## src/rtl/datapath_pkg.sv

```systemverilog
// Shared datapath constants: default bus width and the OUT opcode used by the
// control unit and benches.
package datapath_pkg;

    localparam int unsigned DP_DATA_WIDTH = 32;

    localparam logic [4:0] OPC_OUT = 5'b10111;

endpackage

```

## src/rtl/fifo_mem.sv

```systemverilog
// Register-array storage for the output-port FIFO: synchronous write,
// combinational read, no reset.
module fifo_mem #(
    parameter int unsigned DATA_WIDTH = 32,
    parameter int unsigned DEPTH      = 4,
    localparam int unsigned PTR_W     = $clog2(DEPTH)
) (
    input  logic                  clk,
    input  logic                  i_we,
    input  logic [PTR_W-1:0]      i_waddr,
    input  logic [DATA_WIDTH-1:0] i_wdata,
    input  logic [PTR_W-1:0]      i_raddr,
    output logic [DATA_WIDTH-1:0] o_rdata
);

    logic [DATA_WIDTH-1:0] r_mem [DEPTH];

    always_ff @(posedge clk) begin
        if (i_we) begin
            r_mem[i_waddr] <= i_wdata;
        end
    end

    assign o_rdata = r_mem[i_raddr];

endmodule

```

## src/rtl/out_port_fifo.sv

```systemverilog
// Buffered output port: bus pushes into a FWFT FIFO drained by a device over
// valid/ready, with a legacy last-value register and sticky overflow flag.
module out_port_fifo
    import datapath_pkg::*;
#(
    parameter int unsigned DATA_WIDTH = DP_DATA_WIDTH,
    parameter int unsigned DEPTH      = 4,
    localparam int unsigned PTR_W     = $clog2(DEPTH)
) (
    input  logic                  clk,
    input  logic                  clr,
    input  logic                  out_port_enable,
    input  logic [DATA_WIDTH-1:0] bus_data,
    output logic                  port_full,
    output logic                  port_empty,
    output logic [PTR_W:0]        count,
    output logic                  dev_valid,
    output logic [DATA_WIDTH-1:0] dev_data,
    input  logic                  dev_ready,
    output logic [DATA_WIDTH-1:0] out_port_q,
    output logic                  overflow_err,
    input  logic                  err_clear
);

    localparam logic [PTR_W-1:0] PTR_ONE  = PTR_W'(1);
    localparam logic [PTR_W:0]   CNT_ONE  = (PTR_W + 1)'(1);
    localparam logic [PTR_W:0]   FULL_CNT = (PTR_W + 1)'(DEPTH);

    logic [PTR_W-1:0]      r_wr_ptr;
    logic [PTR_W-1:0]      r_rd_ptr;
    logic [PTR_W:0]        r_count;
    logic [DATA_WIDTH-1:0] r_out_q;
    logic                  r_ovf;

    logic                  w_push;
    logic                  w_pop;
    logic                  w_drop;
    logic [PTR_W:0]        w_count_d;
    logic [DATA_WIDTH-1:0] w_rdata;

    assign port_empty = (r_count == '0);
    assign port_full  = (r_count == FULL_CNT);
    assign dev_valid  = ~port_empty;
    assign count      = r_count;

    assign w_pop  = dev_valid & dev_ready;
    // When full, the pop frees the slot at rd_ptr == wr_ptr for the incoming word.
    assign w_push = out_port_enable & (~port_full | w_pop);
    assign w_drop = out_port_enable & port_full & ~w_pop;

    always_comb begin
        w_count_d = r_count;
        unique case ({w_push, w_pop})
            2'b10:   w_count_d = r_count + CNT_ONE;
            2'b01:   w_count_d = r_count - CNT_ONE;
            default: w_count_d = r_count;
        endcase
    end

    always_ff @(posedge clk or posedge clr) begin
        if (clr) begin
            r_wr_ptr <= '0;
            r_rd_ptr <= '0;
            r_count  <= '0;
            r_out_q  <= '0;
            r_ovf    <= 1'b0;
        end else begin
            r_count <= w_count_d;
            if (w_push) begin
                r_wr_ptr <= r_wr_ptr + PTR_ONE;
                r_out_q  <= bus_data;
            end
            if (w_pop) begin
                r_rd_ptr <= r_rd_ptr + PTR_ONE;
            end
            // A new overflow takes priority over a clear in the same cycle.
            if (w_drop) begin
                r_ovf <= 1'b1;
            end else if (err_clear) begin
                r_ovf <= 1'b0;
            end
        end
    end

    fifo_mem #(
        .DATA_WIDTH (DATA_WIDTH),
        .DEPTH      (DEPTH)
    ) u_mem (
        .clk     (clk),
        .i_we    (w_push),
        .i_waddr (r_wr_ptr),
        .i_wdata (bus_data),
        .i_raddr (r_rd_ptr),
        .o_rdata (w_rdata)
    );

    // Masked so unwritten slots never reach the device.
    assign dev_data     = dev_valid ? w_rdata : '0;
    assign out_port_q   = r_out_q;
    assign overflow_err = r_ovf;

endmodule
```

## config.mk

```make
export PLATFORM = sky130hd
export DESIGN_NAME = out_port_fifo
export DESIGN_NICKNAME = d
export VERILOG_FILES = /design/src/rtl/datapath_pkg.sv /design/src/rtl/fifo_mem.sv /design/src/rtl/out_port_fifo.sv
export SDC_FILE = /design/constraint.sdc
export NUM_CORES = 1
export LEC_CHECK = 0
export ABC_AREA = 1
export CORE_MARGIN = 5
export CORE_UTILIZATION = 58
export CTS_CLUSTER_DIAMETER = 60
export DETAILED_ROUTE_END_ITERATION = 7
export PLACE_DENSITY = 0.85
export SETUP_SLACK_MARGIN = 0.4
export SLEW_MARGIN = 25
export SYNTH_ARGS = -nofsm -noshare
export SYNTH_HDL_FRONTEND = slang
export SYNTH_HIERARCHICAL = 1
export SYNTH_SLANG_ARGS = --single-unit
```

## constraint.sdc

```tcl
create_clock -name clk -period 11.5 [get_ports clk]
set_clock_uncertainty 0.05 [all_clocks]
set_input_delay 3.45 -clock clk [delete_from_list [all_inputs] [get_ports clk]]
set_output_delay 3.45 -clock clk [all_outputs]
set_load 0.1 [all_outputs]
```

Word-level counts from Yosys, hierarchy flattened

Memory sizes are Yosys's and may differ from the RTL's.
Cells that the tools add are included.

Bits in writable memories: 128
Bits in registers: 40
Memories kept: 1
Logic and storage cells: 30
ROM bits: 0
Bits of input ports: 37
Bits in latches: 0
Output and inout bits: 71

Memory list:

| name        | depth | width | read ports | clocked after memory_dff | write ports | line           | RTL |
|---|---|---|---|---|---|---|---|
| u_mem.r_mem | 4     | 32    | 1          | 0                        | 1           | fifo_mem.sv:16 | `logic [DATA_WIDTH-1:0] r_mem [DEPTH];` |

Divide/modulo/power cells: 0
Order comparisons: 0
Bitwise logic cells: 8
Add/subtract/negate cells: 4
Equality and inequality tests: 3
Shift operators: 0
Reduce and logical (&&, ||, !) cells: 3
Mux-type cells: 6
Multiply operators: 0

Operator list:

| operator                                         | number |
|---|---|
| 2-to-1 mux 32 bit                                | 1 |
| case mux 3 bit (2 select lines)                  | 1 |
| adder 2 x 1 -> 2 bit, second input constant      | 2 |
| AND 1 bit                                        | 4 |
| 2-to-1 mux 1 bit                                 | 4 |
| nonzero test 2 bit                               | 2 |
| adder 3 x 1 -> 3 bit, second input constant      | 1 |
| == test 3 bit, second input constant             | 1 |
| zero test 3 bit                                  | 1 |
| inverter 1 bit                                   | 3 |
| subtractor 3 x 1 -> 3 bit, second input constant | 1 |
| == test 2 x 1 -> 1 bit, second input constant    | 1 |
| == test 2 bit, second input constant             | 1 |
| OR 1 bit                                         | 1 |

Longest topological paths before layout

Depth after elaboration: 7
Depth in mapped cells: 9
Gate-level depth less buffers: 9

By module

The synthesis kept the hierarchy.

By module, submodules not included:

| module        | sequential area each (µm²) | area each (µm²) | instances | cells an instance |
|---|---|---|---|---|
| fifo_mem      | 3843.7                     | 5437.7          | 1         | 509 |
| out_port_fifo | 1001.0                     | 1900.6          | 1         | 250 |

Worst setup path after synthesis

OpenSTA, ideal clock, no wires.

Kind: flip-flop to output port
From: register r_count[2], in the netlist count[2]
To: output dev_data[10]
Data required time: 8000 ps
Stages on the path, launching flop included: 6
Arrival time: 3504 ps
Path slack: 4496 ps
Buffers on the path: 1
Path through: dfrtp_1 inv_1 nand2_2 inv_1 buf_2 nor2_1

Longest elaborated chain between the ends: 2

RTL lines:

| item                   | line                | RTL |
|---|---|---|
| from (decl)            | out_port_fifo.sv:31 | `logic [PTR_W:0] r_count;` |
| from (signal assigned) | out_port_fifo.sv:68 | `r_count <= w_count_d;` |
| zero test 3 bit        | out_port_fifo.sv:41 | `assign port_empty = (r_count == '0);` |
| net port_empty         | out_port_fifo.sv:15 | `output logic port_empty,` |
| 2-to-1 mux 32 bit      | out_port_fifo.sv:98 | `assign dev_data = dev_valid ? w_rdata : '0;` |
| to (decl)              | out_port_fifo.sv:18 | `output logic [DATA_WIDTH-1:0] dev_data,` |

The timed path passes the listed nets, and every way through them passes these cells.

Worst setup path after layout

From: register r_rd_ptr[0]
To: output dev_data[0]

Longest elaborated chain between the ends: 2

RTL lines:

| item                   | line                | RTL |
|---|---|---|
| from (decl)            | out_port_fifo.sv:30 | `logic [PTR_W-1:0] r_rd_ptr;` |
| from (signal assigned) | out_port_fifo.sv:74 | `r_rd_ptr <= r_rd_ptr + PTR_ONE;` |
| memory (4 x 32 bit)    | n/a                 |  |
| net w_rdata[0]         | out_port_fifo.sv:39 | `logic [DATA_WIDTH-1:0] w_rdata;` |
| 2-to-1 mux 32 bit      | out_port_fifo.sv:98 |  |

The timed path passes the listed nets, and every way through them passes these cells.

==> metrics <==
clock-pin slew on the worst setup and hold paths about 0.06 ns; post-route ant nets 0; Critical Path Sink Type output port; Post-DP HPWL between 9000 and 10,000 um; antenna violations before repair 0; CTS sink count 168; wirelength, routed between 15,000 and 20,000 um; min Tclk post-route 7.758 ns; number of gates resized after cts 0; post-synth net total 797; TritonCTS buffer count 17; vias per cell approximately 5.1; root buf cell clkbuf_16; clock buffer depth 2; slowest CP cell clkdlybuf4s50_1; ys flop type edfxtp_1; die height between 100 and 150 um; most common cell after layout, fill and taps aside nand2_1; CTS hold repair buffers 0; Final nets 900; period utilisation layout 67.46%; Syn. warnings 6; GRT overflow 0; top-level I/O count 108; cell area after synthesis around 0.0073 mm2; Finish-stage setup viols 0; Max stage delay on crit path 1.16 ns; kind of critical path flip-flop to output port; Worst Setup Slack post-DPL 4.624 ns; drt drc 0; Final Hold Vio Count 0; first-pass GRT wire length 26,320 um; share of cells above drive strength 1 5.600%; crit path from r_rd_ptr[0]; Final WS setup 3.742 ns; initial drt markers roughly 480; Initial Util 58.63%; Critical R2R Launch count[0]; Critical Path Most Common Cell nand2_1; Synth Register Bits 168; Area Growth Syn to Fin 23.65%; HP Class flip-flop to flip-flop; CTS tree built; Pre-Repair DR Iteration Count 5; Final Slew Violations 0; FF-to-FF path depth 7; fill count 840; worst skew pair latency 0.42 ns; Critical Path RT 8.00 ns; RSZ-0062 raised after global routing false; CP Data Arrival Time 4.26 ns; critical path endpoint dev_data[0]; Slew Limit Headroom 30.39%; setup bufs post-CTS 0; most frequent cells in the layout 266 x nand2_1, 173 x inv_1, 128 x edfxtp_1; Cell Rows 41; syn avg cell area slightly below 10 um2; EDFF count, synth 128; IO Port Bufs 107; Die Width around 120 um; setup TNS 0 ns; library cells used by synthesis 21; sequential-to-total area share from yosys stat 66.02%; startpoint types flip-flop; Die Area ~0.015 mm2; Routability Congestion 0.7842; status finished, final reports clean; via count approximately 5,300; Max Cap Violations 0; critical-path maximum fanout between 60 and 70; GRT Overall Usage 23.11%; Peak Freq 0.1289 GHz; vias in the first global route between 5,000 and 6,000; Slew @ Worst Pin 1.039 ns; CORE AREA 0.01252 mm2; worst path cell trace buf_4 -> clkinv_2 -> nand2_1 -> nand3_1 -> nand2_1 -> inv_1 -> nor2_1 -> clkdlybuf4s50_1; cells after synthesis 759; n_diodes 0; Critical R2R Capture u_mem/r_mem[1][3]; largest net degree at the start of global routing 68; H-Tree Depth 4; reg2reg setup slack ~8.2 ns; WL/cell 15.92 um; Async S/R FF share, synth 23.81%
-- through the flow --
| step | cells | utilization (%) | hold slack, ns | area [um2] |
|---|---|---|---|---|
| after floorplan | 759 | - | 0.4175 | 7338 |
| after global placement | 1015 | 67.63 | 0.4121 | 8466 |
| after detailed placement | 1015 | 67.69 | 0.4143 | 8473 |
| after CTS | 1047 | 72.47 | 0.4332 | 9071 |
| after global routing | 1047 | 72.49 | 0.4502 | 9074 |
| final | 1047 | 72.49 | 0.4299 | 9074 |
-- cell usage after synthesis (2+ instances only) --
library cell | instances | area [um2]
dfrtp_1 | 40 | 1001
nand2_1 | 266 | 998.5
nor2_1 | 35 | 131.4
nand3_2 | 2 | 20.02
xnor2_1 | 2 | 17.52
nand3_1 | 68 | 340.3
inv_1 | 175 | 656.9
buf_4 | 7 | 52.55
nor3_1 | 5 | 25.02
buf_2 | 12 | 60.06
edfxtp_1 | 128 | 3844
buf_6 | 10 | 112.6
-- cells by family (layout without fill, tap and decap cells) --
| family | Yosys count | in the layout | synth area share (%) |
|---|---|---|---|
| xor+xnor | 3 | 3 | 0.3581 |
| fa+ha+maj | 1 | 1 | 0.2728 |
| flops | 168 | 168 | 66.02 |
| simple gates | 379 | 379 | 21.04 |
| compound gates | 2 | 2 | 0.1534 |
| buf+inv | 206 | 322 | 12.16 |
-- area by class of cell --
type	count	area (um2)	area share [%]
Clock buffer	21	450.4	4.964
Clock inverter	11	147.6	1.627
Inverter	177	669.4	7.377
Multi-Input combinational cell	385	1628	17.94
Sequential cell	168	4847	53.42
Tap cell	172	215.2	2.372
Timing Repair Buffer	113	1116	12.30
-- how the worst min path moves through the flow --
stage / from / endpoint / depth (start not counted)
6_report: out_port_q[8] / out_port_q[8] / 2
5_1_grt: out_port_q[21] / out_port_q[21] / 2
3_5_place_dp: out_port_q[29] / out_port_q[29] / 2
2_1_floorplan: r_rd_ptr[1] / r_rd_ptr[1] / 1
3_3_place_gp: out_port_q[8] / out_port_q[8] / 2
4_1_cts: out_port_q[8] / out_port_q[8] / 2
-- sequential cells by signal, indices dropped and copies added, names as in the netlist --
register	cells
u_mem/r_mem	128
out_port_q	32
count	3
r_rd_ptr	2
r_wr_ptr	2
overflow_err	1
-- critical path, delay by kind of cell, from the launching register on --
kind | cells | cell delay [ns]
flops | 1 | 0.34
buf+inv | 4 | 2.75
simple gates | 4 | 0.69
-- routing by layer --
| layer | vias to the layer above | share of wire (%) | global-route usage (%) |
|---|---|---|---|
| met3 | 43 | 6.3 | 4.101 |
| met5 | - | 0 | 0 |
| met1 | 2502 | 41 | 29.47 |
| li1 | 2507 | - | - |
| met2 | 251 | 51 | 39.64 |
| met4 | 0 | 2.7 | 8.957 |
Power is not shown: default switching activity piles up to over one toggle a cycle in this logic, so the estimate is an artifact.
